### src/rtl/matmul_sequencer.sv
// Loop-nest sequencer for C = A x B over DIM x DIM matrices: issues A/B reads,
// MAC controls and C writes. Optional build macro: MATMUL_SEQ_AUTOSTART_EN.
module matmul_sequencer #(
  parameter int DIM = 4,
  localparam int IDX_W = $clog2(DIM),
  localparam int AW = 2 * IDX_W
) (
  input  logic          clock,
  input  logic          reset,
  input  logic          start,
  output logic          busy,
  output logic          done_computing,
  output logic          rd_en,
  output logic [AW-1:0] a_addr,
  output logic [AW-1:0] b_addr,
  output logic          mac_en,
  output logic          mac_clear,
  output logic          c_we,
  output logic [AW-1:0] c_addr
);

  localparam logic [1:0] S_IDLE  = 2'd0;
  localparam logic [1:0] S_RUN   = 2'd1;
  localparam logic [1:0] S_DRAIN = 2'd2;
  localparam logic [1:0] S_DONE  = 2'd3;

  localparam logic [IDX_W-1:0] IDX_MAX = IDX_W'(DIM - 1);
  localparam logic [IDX_W-1:0] IDX_ONE = IDX_W'(1);
  // Drain spans the P1 and P2 stages plus the edge that performs the last C write.
  localparam logic [1:0] DRAIN_LAST = 2'd2;

  logic [1:0]       state_reg, state_next;
  logic [1:0]       drain_reg, drain_next;
  logic [IDX_W-1:0] i_reg, i_next;
  logic [IDX_W-1:0] j_reg, j_next;
  logic [IDX_W-1:0] k_reg, k_next;
  logic             autostart_req;

  logic             p1_mac_en_reg, p1_clear_reg, p1_last_k_reg;
  logic [IDX_W-1:0] p1_i_reg, p1_j_reg;
  logic             p2_we_reg;
  logic [IDX_W-1:0] p2_i_reg, p2_j_reg;

`ifdef MATMUL_SEQ_AUTOSTART_EN
  logic autostart_pending_reg;

  // High only for the first cycle after reset is released.
  always_ff @(posedge clock or posedge reset) begin
    if (reset) autostart_pending_reg <= 1'b1;
    else       autostart_pending_reg <= 1'b0;
  end

  assign autostart_req = autostart_pending_reg;
`else
  assign autostart_req = 1'b0;
`endif

  always_comb begin
    state_next = state_reg;
    drain_next = drain_reg;
    i_next     = i_reg;
    j_next     = j_reg;
    k_next     = k_reg;
    case (state_reg)
      S_IDLE, S_DONE: begin
        if (start || autostart_req) begin
          state_next = S_RUN;
          i_next     = '0;
          j_next     = '0;
          k_next     = '0;
        end
      end
      S_RUN: begin
        k_next = k_reg + IDX_ONE;
        if (k_reg == IDX_MAX) begin
          j_next = j_reg + IDX_ONE;
          if (j_reg == IDX_MAX) begin
            i_next = i_reg + IDX_ONE;
            if (i_reg == IDX_MAX) begin
              state_next = S_DRAIN;
              drain_next = 2'd0;
            end
          end
        end
      end
      S_DRAIN: begin
        if (drain_reg == DRAIN_LAST) state_next = S_DONE;
        else                         drain_next = drain_reg + 2'd1;
      end
      default: state_next = S_IDLE;
    endcase
  end

  always_ff @(posedge clock or posedge reset) begin
    if (reset) begin
      state_reg <= S_IDLE;
      drain_reg <= 2'd0;
      i_reg     <= '0;
      j_reg     <= '0;
      k_reg     <= '0;
    end else begin
      state_reg <= state_next;
      drain_reg <= drain_next;
      i_reg     <= i_next;
      j_reg     <= j_next;
      k_reg     <= k_next;
    end
  end

  assign rd_en          = (state_reg == S_RUN);
  assign busy           = rd_en || (state_reg == S_DRAIN);
  assign done_computing = (state_reg == S_DONE);
  assign a_addr         = rd_en ? {i_reg, k_reg} : '0;
  assign b_addr         = rd_en ? {k_reg, j_reg} : '0;

  // P1 aligns with read data returning; P2 aligns with the finished accumulator.
  always_ff @(posedge clock or posedge reset) begin
    if (reset) begin
      p1_mac_en_reg <= 1'b0;
      p1_clear_reg  <= 1'b0;
      p1_last_k_reg <= 1'b0;
      p1_i_reg      <= '0;
      p1_j_reg      <= '0;
      p2_we_reg     <= 1'b0;
      p2_i_reg      <= '0;
      p2_j_reg      <= '0;
    end else begin
      p1_mac_en_reg <= rd_en;
      p1_clear_reg  <= rd_en && (k_reg == '0);
      p1_last_k_reg <= rd_en && (k_reg == IDX_MAX);
      p1_i_reg      <= i_reg;
      p1_j_reg      <= j_reg;
      p2_we_reg     <= p1_mac_en_reg && p1_last_k_reg;
      p2_i_reg      <= p1_i_reg;
      p2_j_reg      <= p1_j_reg;
    end
  end

  assign mac_en    = p1_mac_en_reg;
  assign mac_clear = p1_clear_reg;
  assign c_we      = p2_we_reg;
  assign c_addr    = p2_we_reg ? {p2_i_reg, p2_j_reg} : '0;

endmodule

### config.mk
export PLATFORM = sky130hd
export DESIGN_NAME = matmul_sequencer
export DESIGN_NICKNAME = d
export VERILOG_FILES = /design/src/rtl/matmul_sequencer.sv
export SDC_FILE = /design/constraint.sdc
export NUM_CORES = 1
export LEC_CHECK = 0
export ABC_AREA = 1
export CAP_MARGIN = 20
export CORE_ASPECT_RATIO = 0.8
export CORE_MARGIN = 2
export CORE_UTILIZATION = 49
export DETAILED_ROUTE_END_ITERATION = 8
export GPL_TIMING_DRIVEN = 0
export PLACE_DENSITY = 0.77
export SLEW_MARGIN = 25
export SYNTH_ARGS = -nofsm -noshare
export SYNTH_HDL_FRONTEND = slang
export SYNTH_SLANG_ARGS = --single-unit
### constraint.sdc
create_clock -name clock -period 1.7 [get_ports clock]
set_clock_uncertainty 0.2 [all_clocks]
set_input_delay 0.34 -clock clock [delete_from_list [all_inputs] [get_ports clock]]
set_output_delay 0.34 -clock clock [all_outputs]
set_load 0.02 [all_outputs]
=== Word-level counts from Yosys, hierarchy flattened ===
Index checks and enable logic that the tools add are counted.

* Add/subtract/negate cells: 4
* Equality and inequality tests: 13
* Reductions and logical operators: 14
* Mux-type cells: 21

{| class="wikitable"
|+ Operator list
! kind !! number
|-
| $mux W2 || 13
|-
| $pmux W2 S2 || 4
|-
| $eq A2 B2 Y1 const B || 6
|-
| $mux W4 || 3
|-
| $reduce_and A5 Y1 || 2
|-
| $add A2 B1 Y2 const B || 4
|-
| $ne A2 B1 Y1 const B || 3
|-
| $ne A2 B2 Y1 const B || 3
|-
| $pmux W2 S3 || 1
|-
| $logic_not A2 Y1 || 2
|-
| $reduce_and A4 Y1 || 1
|-
| $reduce_bool A2 Y1 || 2
|-
| $logic_and A1 B1 Y1 || 3
|-
| $reduce_and A3 Y1 || 1
|-
| $eq A2 B1 Y1 const B || 1
|-
| $reduce_and A2 Y1 || 1
|-
| $reduce_or A2 Y1 || 1
|-
| $logic_or A1 B1 Y1 || 1
|}

* Output and inout bits: 18
* Word-level logic and storage cells: 65
* Bits in registers: 22
* Input port bits: 3

=== Depth between registers and ports, before layout ===
Gate-level depths: netlist of run 1.

* Depth after elaboration: 5
* Mapped depth: 9
* Gate-level depth less buffers: 9

=== Least setup slack after synthesis of run 1 ===
No wires, ideal clock.

* Path type: reg2out
* From: register state_reg[1]
* To: output port b_addr[2]
* Path buffers: 2
* Arrival: 1.108 ns
* Stages on the path, launching flop included: 7
* Slack: 0.052 ns
* Required time: 1.160 ns
* Path through: dfrtp_1 -> inv_1 -> ha_1 -> buf_6 -> nand2_1 -> inv_1 -> buf_4

* Longest elaborated chain between the ends: 2

{| class="wikitable"
|+ Ends and longest elaborated chain
! element !! line !! RTL
|-
| from (decl) || 32 || <nowiki>logic [1:0] state_reg, state_next;</nowiki>
|-
| from (signal assigned) || 102 || <nowiki>state_reg <= state_next;</nowiki>
|-
| $eq A2 B1 Y1 || 110 || <nowiki>assign rd_en = (state_reg == S_RUN);</nowiki>
|-
| $mux W4 || 114 || <nowiki>assign b_addr = rd_en ? {k_reg, j_reg} : '0;</nowiki>
|-
| to (decl) || 15 || <nowiki>output logic [AW-1:0] b_addr,</nowiki>
|}

Every way passes these cells.

=== Worst setup path in the final report of run 1 ===
* From: register state_reg[1]
* To: output port b_addr[3]

Same word-level chain as after synthesis.

==> results of run 1 <==
worst max path at each step:
stage                      start         to  slack (ns)
floorplan           state_reg[1]  b_addr[2]        0.05
global placement    state_reg[1]  b_addr[3]       -0.41
detailed placement  state_reg[1]  b_addr[2]       -0.43
CTS                 state_reg[1]  b_addr[3]       -0.22
global route        state_reg[1]  b_addr[3]       -0.26
finish              state_reg[1]  b_addr[3]       -0.18
timing repair:
item                       CTS  global route
hold buffers                 0             0
setup endpoints to repair   18            17
gates resized for setup     82            21
pin swaps                    4             2
setup buffers                5             3
kinds of logic after synthesis:
logic type	synth area share [%]
compound gates	2.60
buf+inv	13.3
flops	51.9
fa+ha+maj	10.6
simple gates	21.5
per-layer routing:
metal	GRT usage, %	up-vias
met4	4.29	0
met1	19.6	390
li1	-	420
met3	6.25	2
met2	30.1	20
met5	0	-
through the flow:
stage          instance area, sq um  cells  hold WS, ns
3_3_place_gp                   1290    169        0.132
5_1_grt                        1450    180        0.174
4_1_cts                        1350    177        0.164
2_1_floorplan                  1060    124        0.129
6_report                       1450    180        0.164
3_5_place_dp                   1290    169        0.136
power by group through the flow:
stage	Combinational [mW]	Clock, mW	Sequential, mW
5_1_grt	1.53	0.320	0.755
3_3_place_gp	1.06	0	0.743
3_5_place_dp	1.09	0	0.751
6_report	1.41	0.286	0.739
2_1_floorplan	0.738	0	0.759
4_1_cts	1.17	0.296	0.736
placed cells by master, fill, tap and decap left out:
| cell | netlist | layout |
|---|---|---|
| buf_6 | 1 | 12 |
| dlygate4sd2_1 | 0 | 3 |
| o21ai_2 | 2 | 1 |
| o21ai_0 | 2 | 2 |
| dfrtp_1 | 22 | 22 |
| clkbuf_8 | 0 | 1 |
| buf_4 | 3 | 11 |
| ha_4 | 0 | 4 |
| inv_2 | 2 | 6 |
| clkbuf_2 | 0 | 1 |
| nand3_1 | 7 | 7 |
| nand2_4 | 0 | 1 |
| clkdlybuf4s50_1 | 0 | 2 |
| nand2_2 | 2 | 5 |
| nor2_1 | 4 | 4 |
| inv_4 | 1 | 1 |
| inv_1 | 25 | 21 |
| nand2_1 | 44 | 40 |
| clkbuf_4 | 0 | 3 |
| buf_2 | 0 | 2 |
| o21ai_4 | 0 | 1 |
| ha_1 | 9 | 5 |
area by class of cell:
class / count / area share (%)
buffer: 3 / 1.82
timing repair buffer: 28 / 17.5
sequential: 22 / 38.1
inverter: 28 / 7.45
clock buffer: 4 / 2.51
multi-input combinational: 70 / 30.5
tap: 25 / 2.16
==> metrics, run 1 <==
PnR worst setup slack=-0.176 ns; Final GP Congestion=0.770; worst reg2reg path depth=7; syn nets=136; highest clock rate=533 MHz; CP Max Fanout=8; Worst-Margin Slew=0.819 ns; initial core utilization=50.4%; maximum VDD drop=1.04 mV; worst flop-to-flop path startpoint=state_reg[0]; Iteration-0 DRC Markers=12; Pwr per Cell Area=1680 nW/um^2; min Tclk post-route=1.88 ns; Synthesis Warnings=0; sequential power share=30.4%; flops & latches, synth=22; Slew headroom=45.3%; via count=832; final-stage net count=168; Vias/cell=4.62; ANT cells=0; synth top area cells=dfrtp_1, nand2_1, ha_1; Final Power=2.43 mW; clock sink count=22; Slew Viols, Final=0; clock root buffer=clkbuf_4; CP max-delay cell=dfrtp_1; Fin Setup TNS=-1.40 ns; top cell type by total area after synthesis=dfrtp_1; Leakage=0.861 nW; Worst Path Required=1.16 ns; Top Metal Used=met4; P_sw=1.03 mW; Layout area overhead=36.4%; sequential cell area fraction in the yosys report=51.9%; Worst Hold Class=flip-flop to flip-flop; Multi-input gate area=440 sq um; Hold Path Origin=p1_i_reg[0]; clk buf depth=2; crit share post-route=110%; Max-Cap Viols=0; Critical Path Max Stage Delay=0.42 ns; antenna-violating nets left=0; Top delay family on crit path=flip-flops; I/O Pins=21; first-pass iteration count of the detailed router=4; internal power=1.41 mW; Die ar.=2550 sq um; WL/cell=11.2 microns; crit path launch type=flip-flop; routed wl met3=116 microns; initial antenna violation count=0; vias in the first global route=774; Clk pin slew, worst setup/hold paths=0.12 ns; H-tree levels=1; top-count cell post-synth=nand2_1; I/O Buffers=20; Combinational Power Share=57.9%; critical path class=flip-flop to output port; setup violators final=12; Syn Inst Count=124; largest net degree at the start of global routing=23; total track usage=16.8%; core area=2100 sq um; Residual DRC=0; Total Wirelength=2020 microns; M1 wire length=828 microns; asr flop ratio synth=100%; crit end category=output port; Yosys cell types=13; CTS tree=built; Commonest cells post-synth=nand2_1, inv_1, dfrtp_1; Mean Syn Cell Area=8.55 sq um; EDFF count, synth=0; filler instances=183; run status=complete, but fails checks; WHS Endpoint=p2_i_reg[0]; Critical R2R Capture=k_reg[0]; Synth Cell Area=1060 sq um; std cell rows=15; unrepaired setup endpoints after global routing=yes; FF+latch area=551 sq um; layout cells sized above 1=31.6%; global route total overflow=0; clock share of power=11.7%; HPWL after detailed placement=1370 microns; dpl ws=-0.430 ns; die height=45.6 microns; hold path cells=0; CP cell instances=inv_2, ha_4, nand2_2, inv_2, buf_6, buf_6; post-layout util=68.8%; flop2flop setup slack=0 ns; Sw Ratio=42.3%; Die Wd=56.0 microns; Routed met2 length=1060 microns; WP depth=6; CP arrival=1.34 ns; share of Yosys cell area claimed by the top area cell type=51.9%; failing checks=setup timing; Final Hold Viols=0; Clk Latency, worst-skew pair=0.30 ns; CP Buf/Inv Count=4; first-pass GRT wire length=3230 microns; cts bufs inserted=3; ys flop type=dfrtp_1
Note: power is estimated with default switching activity, not from simulation.
==> inputs of run 2 (changes only) <==
Settings changed: CORE_UTILIZATION 49 to 50, DONT_BUFFER_PORTS set to 1, PLACE_DENSITY 0.77 to 0.66.
==> metrics, run 2 (synthesis results as in run 1) <==
Die Wd=55.5 microns; Total Wirelength=1820 microns; Critical Path Max Stage Delay=0.41 ns; CP cell instances=inv_2, ha_4, nand2_4, inv_4, buf_6; Clk pin slew, worst setup/hold paths=0.12 ns; PnR worst setup slack=-0.135 ns; core area=1940 sq um; Critical R2R Capture=i_reg[0]; FF+latch area=552 sq um; dpl ws=-0.0444 ns; critical path class=flip-flop to output port; vias in the first global route=686; die height=45.2 microns; DP Cell Count=148; via count=730; antenna-violating nets left=0; Fin Setup TNS=-0.873 ns; total track usage=16.8%; Leakage=0.758 nW; Worst-Margin Slew=0.817 ns; H-tree levels=1; Hold Path Origin=start; most frequent cells in the layout=nand2_1, dfrtp_1, inv_1, nand3_1, inv_4; cts bufs inserted=3; hold path cells=3; failing checks=setup timing; highest clock rate=545 MHz; maximum VDD drop=1.27 mV; crit path launch type=flip-flop; clk buf depth=2; worst flop-to-flop path startpoint=state_reg[0]; unrepaired setup endpoints after global routing=yes; layout cells sized above 1=28.6%; Residual DRC=0; Worst Path Required=1.16 ns; routed wl met3=82 microns; initial core utilization=54.5%; CTS tree=built; Top Metal Used=met4; flop2flop setup slack=0.07 ns; Vias/cell=4.65; final-stage net count=146; Worst Hold Class=input pin to flip-flop; run status=complete, but fails checks; Layout area overhead=22.7%; M1 wire length=849 microns; Die ar.=2510 sq um; Pwr per Cell Area=1860 nW/um^2; crit end category=output port; CP arrival=1.30 ns; ANT cells=0; setup violators final=9; Slew headroom=45.5%; commonest non-fill, non-tap cell in the layout=nand2_1; CP Max Fanout=5; largest net degree at the start of global routing=23; Iteration-0 DRC Markers=15; clock sink count=22; global route total overflow=0; Final Hold Viols=0; Slew Viols, Final=0; filler instances=148; Clk Latency, worst-skew pair=0.31 ns; critical path startpoint=state_reg[1]; first-pass iteration count of the detailed router=4; Routed met2 length=854 microns; final non-filler cell total=157; crit share post-route=108%; Max-Cap Viols=0; I/O Buffers=0; first-pass GRT wire length=3110 microns; HPWL after detailed placement=1190 microns; WHS Endpoint=k_reg[1]; Final GP Congestion=0.797; I/O Pins=21; WL/cell=11.6 microns; clock root buffer=clkbuf_4; initial antenna violation count=0; Multi-input gate area=445 sq um; min Tclk post-route=1.84 ns; CP max-delay cell=dfrtp_1; std cell rows=14; worst reg2reg path depth=8
run 2: changes by cell type in the layout (fill, tap and decap cells not counted), sizes merged:
cell | before | now
buf | 25 | 8
clkbuf | 5 | 3
dlygate4sd2 | 3 | 0
bufinv | 0 | 1
dlygate4sd3 | 0 | 1
clkdlybuf4s50 | 2 | 0
run 2: metrics by stage:
step	hold slack (ns)	power [mW]	utilization [%]	area [sq um]
global route	0.149	2.60	66.9	1300
global placement	0.135	1.63	56.0	1090
finish	0.145	2.42	66.9	1300
CTS	0.157	2.37	65.4	1270
floorplan	0.129	1.50	-	1060
detailed placement	0.135	1.65	56.0	1090
run 2: area by class of cell:
| cell class | count | share of cell area (%) |
|---|---|---|
| well taps | 24 | 2.31 |
| inverters | 28 | 10.0 |
| plain buffers | 3 | 2.31 |
| clock inverters | 1 | 2.31 |
| clock buffers | 3 | 1.73 |
| flip-flops and latches | 22 | 42.4 |
| multi-input cells | 70 | 34.3 |
| repair buffers | 6 | 4.62 |
run 2: worst max-delay path: cells and delay by family (launching register included):
kind | cells | cell delay, ns
simple gates | 1 | 0.07
buf+inv | 3 | 0.29
fa+ha+maj | 1 | 0.21
flops | 1 | 0.41
run 2: worst max-delay path by stage:
stage	endpoint	slack [ns]	depth (start not counted)
after floorplan	b_addr[2]	0.05	6
after global placement	i_reg[0]	-0.01	8
after detailed placement	b_addr[2]	-0.04	6
after CTS	b_addr[0]	-0.17	6
after global routing	b_addr[1]	-0.20	5
final	b_addr[2]	-0.14	5
run 2: timing repair:
item | CTS | global route
hold buffers | 1 | 0
setup endpoints to repair | 14 | 17
buffers inserted | 4 | 2
pin swaps | 0 | 1
resized for setup | 25 | 12
endpoints found under the hold margin | 22 | 0
run 2: layer usage:
| layer | track usage [%] | up-vias |
|---|---|---|
| li1 | - | 376 |
| met1 | 20.3 | 336 |
| met2 | 27.4 | 13 |
| met3 | 6.59 | 5 |
| met4 | 7.32 | 0 |
| met5 | 0 | - |
run 2: where the power goes:
group,internal [mW],switching (mW),leakage [nW],total (mW)
clock,0.238,0.165,0.0279,0.404
sequential,0.650,0.124,0.296,0.775
combinational,0.501,0.743,0.434,1.24
total,1.39,1.03,0.758,2.42
==> inputs of run 3 (changes only) <==
Settings changed: SETUP_SLACK_MARGIN set to 0.02.
Clock period 1.7 ns to 1.8 ns, I/O delays scaled along.
==> metrics, run 3 (synthesis results as in run 1) <==
run status=complete, but fails checks; failing checks=setup timing; M1 wire length=828 microns; crit end category=output port; Layout area overhead=23.3%; Final Power=2.31 mW; worst reg2reg path depth=9; Slew Viols, Final=0; antenna-violating nets left=0; clk buf depth=2; dpl ws=0.0356 ns; initial core utilization=54.5%; Residual DRC=0; I/O Pins=21; Final GP Congestion=0.797; Clk Latency, worst-skew pair=0.31 ns; H-tree levels=1; largest net degree at the start of global routing=23; global route total overflow=0; Worst Path Required=1.24 ns; Worst Hold Class=flip-flop to flip-flop; flop2flop setup slack=0.10 ns; CP Max Fanout=5; HPWL after detailed placement=1190 microns; PnR worst setup slack=-0.105 ns; WL/cell=12.0 microns; cts bufs inserted=3; Iteration-0 DRC Markers=21; std cell rows=14; Clk pin slew, worst setup/hold paths=0.12 ns; ANT cells=0; Routed met2 length=955 microns; total track usage=17.2%; crit share post-route=106%; worst flop-to-flop path startpoint=state_reg[0]; unrepaired setup endpoints after global routing=yes; CTS tree=built; layout cells sized above 1=28.4%; Worst-Margin Slew=0.808 ns; I/O Buffers=0; clock root buffer=clkbuf_4; Pwr per Cell Area=1770 nW/um^2; Die Wd=55.5 microns; Final Hold Viols=0; crit path launch type=flip-flop; hold path cells=0; Total Wirelength=1900 microns; vias in the first global route=679; Leakage=0.766 nW; post-layout util=67.2%; WHS Endpoint=p2_i_reg[0]; min Tclk post-route=1.91 ns; most frequent cells in the layout=nand2_1, dfrtp_1, inv_1, nand3_1, inv_4; Vias/cell=4.65; CP arrival=1.35 ns; final-stage net count=147; Hold Path Origin=p1_i_reg[0]; critical path class=flip-flop to output port; Slew headroom=46.1%; maximum VDD drop=1.18 mV; die height=45.2 microns; Max-Cap Viols=0; Critical R2R Capture=state_reg[0]; core area=1940 sq um; highest clock rate=525 MHz; initial antenna violation count=0; first-pass iteration count of the detailed router=4; Top Metal Used=met4; routed wl met3=87 microns; first-pass GRT wire length=3150 microns; Die ar.=2510 sq um; commonest non-fill, non-tap cell in the layout=nand2_1; via count=735; clock sink count=22; setup violators final=7
[run 3: cell types whose count changed in the layout (fill, tap and decap cells not counted), sizes merged]
cell  previous run  this run
buf              8         9
[run 3: timing repair]
item,4_1_cts,5_1_grt
endpoints found under the hold margin,22,0
hold buffers,1,0
resized for setup,22,13
setup buffers,4,2
endpoints found under the setup margin,9,20
pin swaps,0,1
gates cloned,0,0
[run 3: critical path, stage by stage (launching register included)]
cell     delay (ns)
dfrtp_1        0.42
inv_2          0.09
ha_4           0.13
buf_8          0.12
nand2_4        0.06
inv_4          0.09
buf_6          0.12
[run 3: metal layers]
layer / global-route usage, % / up-vias
met5: 0 / -
met4: 7.32 / 0
li1: - / 380
met3: 6.59 / 5
met1: 20.5 / 334
met2: 28.6 / 16
[run 3: power by group]
| group | internal [mW] | switching, mW | total [mW] | leakage, nW |
|---|---|---|---|---|
| Sequential | 0.614 | 0.118 | 0.732 | 0.297 |
| Combinational | 0.481 | 0.716 | 1.20 | 0.441 |
| Clock | 0.225 | 0.155 | 0.380 | 0.0279 |
| Total | 1.32 | 0.989 | 2.31 | 0.766 |
[run 3: layout make-up]
class | instances | area [sq um]
fill | 155 | 638
sequential | 22 | 551
multi-input combinational | 70 | 438
inverter | 28 | 130
timing repair buffer | 6 | 60.1
buffer | 4 | 45.0
clock inverter | 1 | 30.0
tap | 24 | 30.0
clock buffer | 3 | 22.5
[run 3: metrics by stage]
stage / cells / setup TNS [ns] / instance area, sq um / hold WS (ns)
2_1_floorplan: 124 / 0 / 1060 / 0.131
3_3_place_gp: 148 / 0 / 1090 / 0.135
3_5_place_dp: 148 / 0 / 1090 / 0.135
4_1_cts: 157 / -0.572 / 1260 / 0.167
5_1_grt: 158 / -1.08 / 1310 / 0.178
6_report: 158 / -0.610 / 1310 / 0.162
[run 3: how the worst max path moves through the flow]
stage | from | to
2_1_floorplan | state_reg[1] | b_addr[2]
3_3_place_gp | state_reg[1] | b_addr[2]
3_5_place_dp | state_reg[1] | b_addr[2]
4_1_cts | state_reg[1] | b_addr[0]
5_1_grt | state_reg[1] | b_addr[1]
6_report | state_reg[1] | b_addr[2]
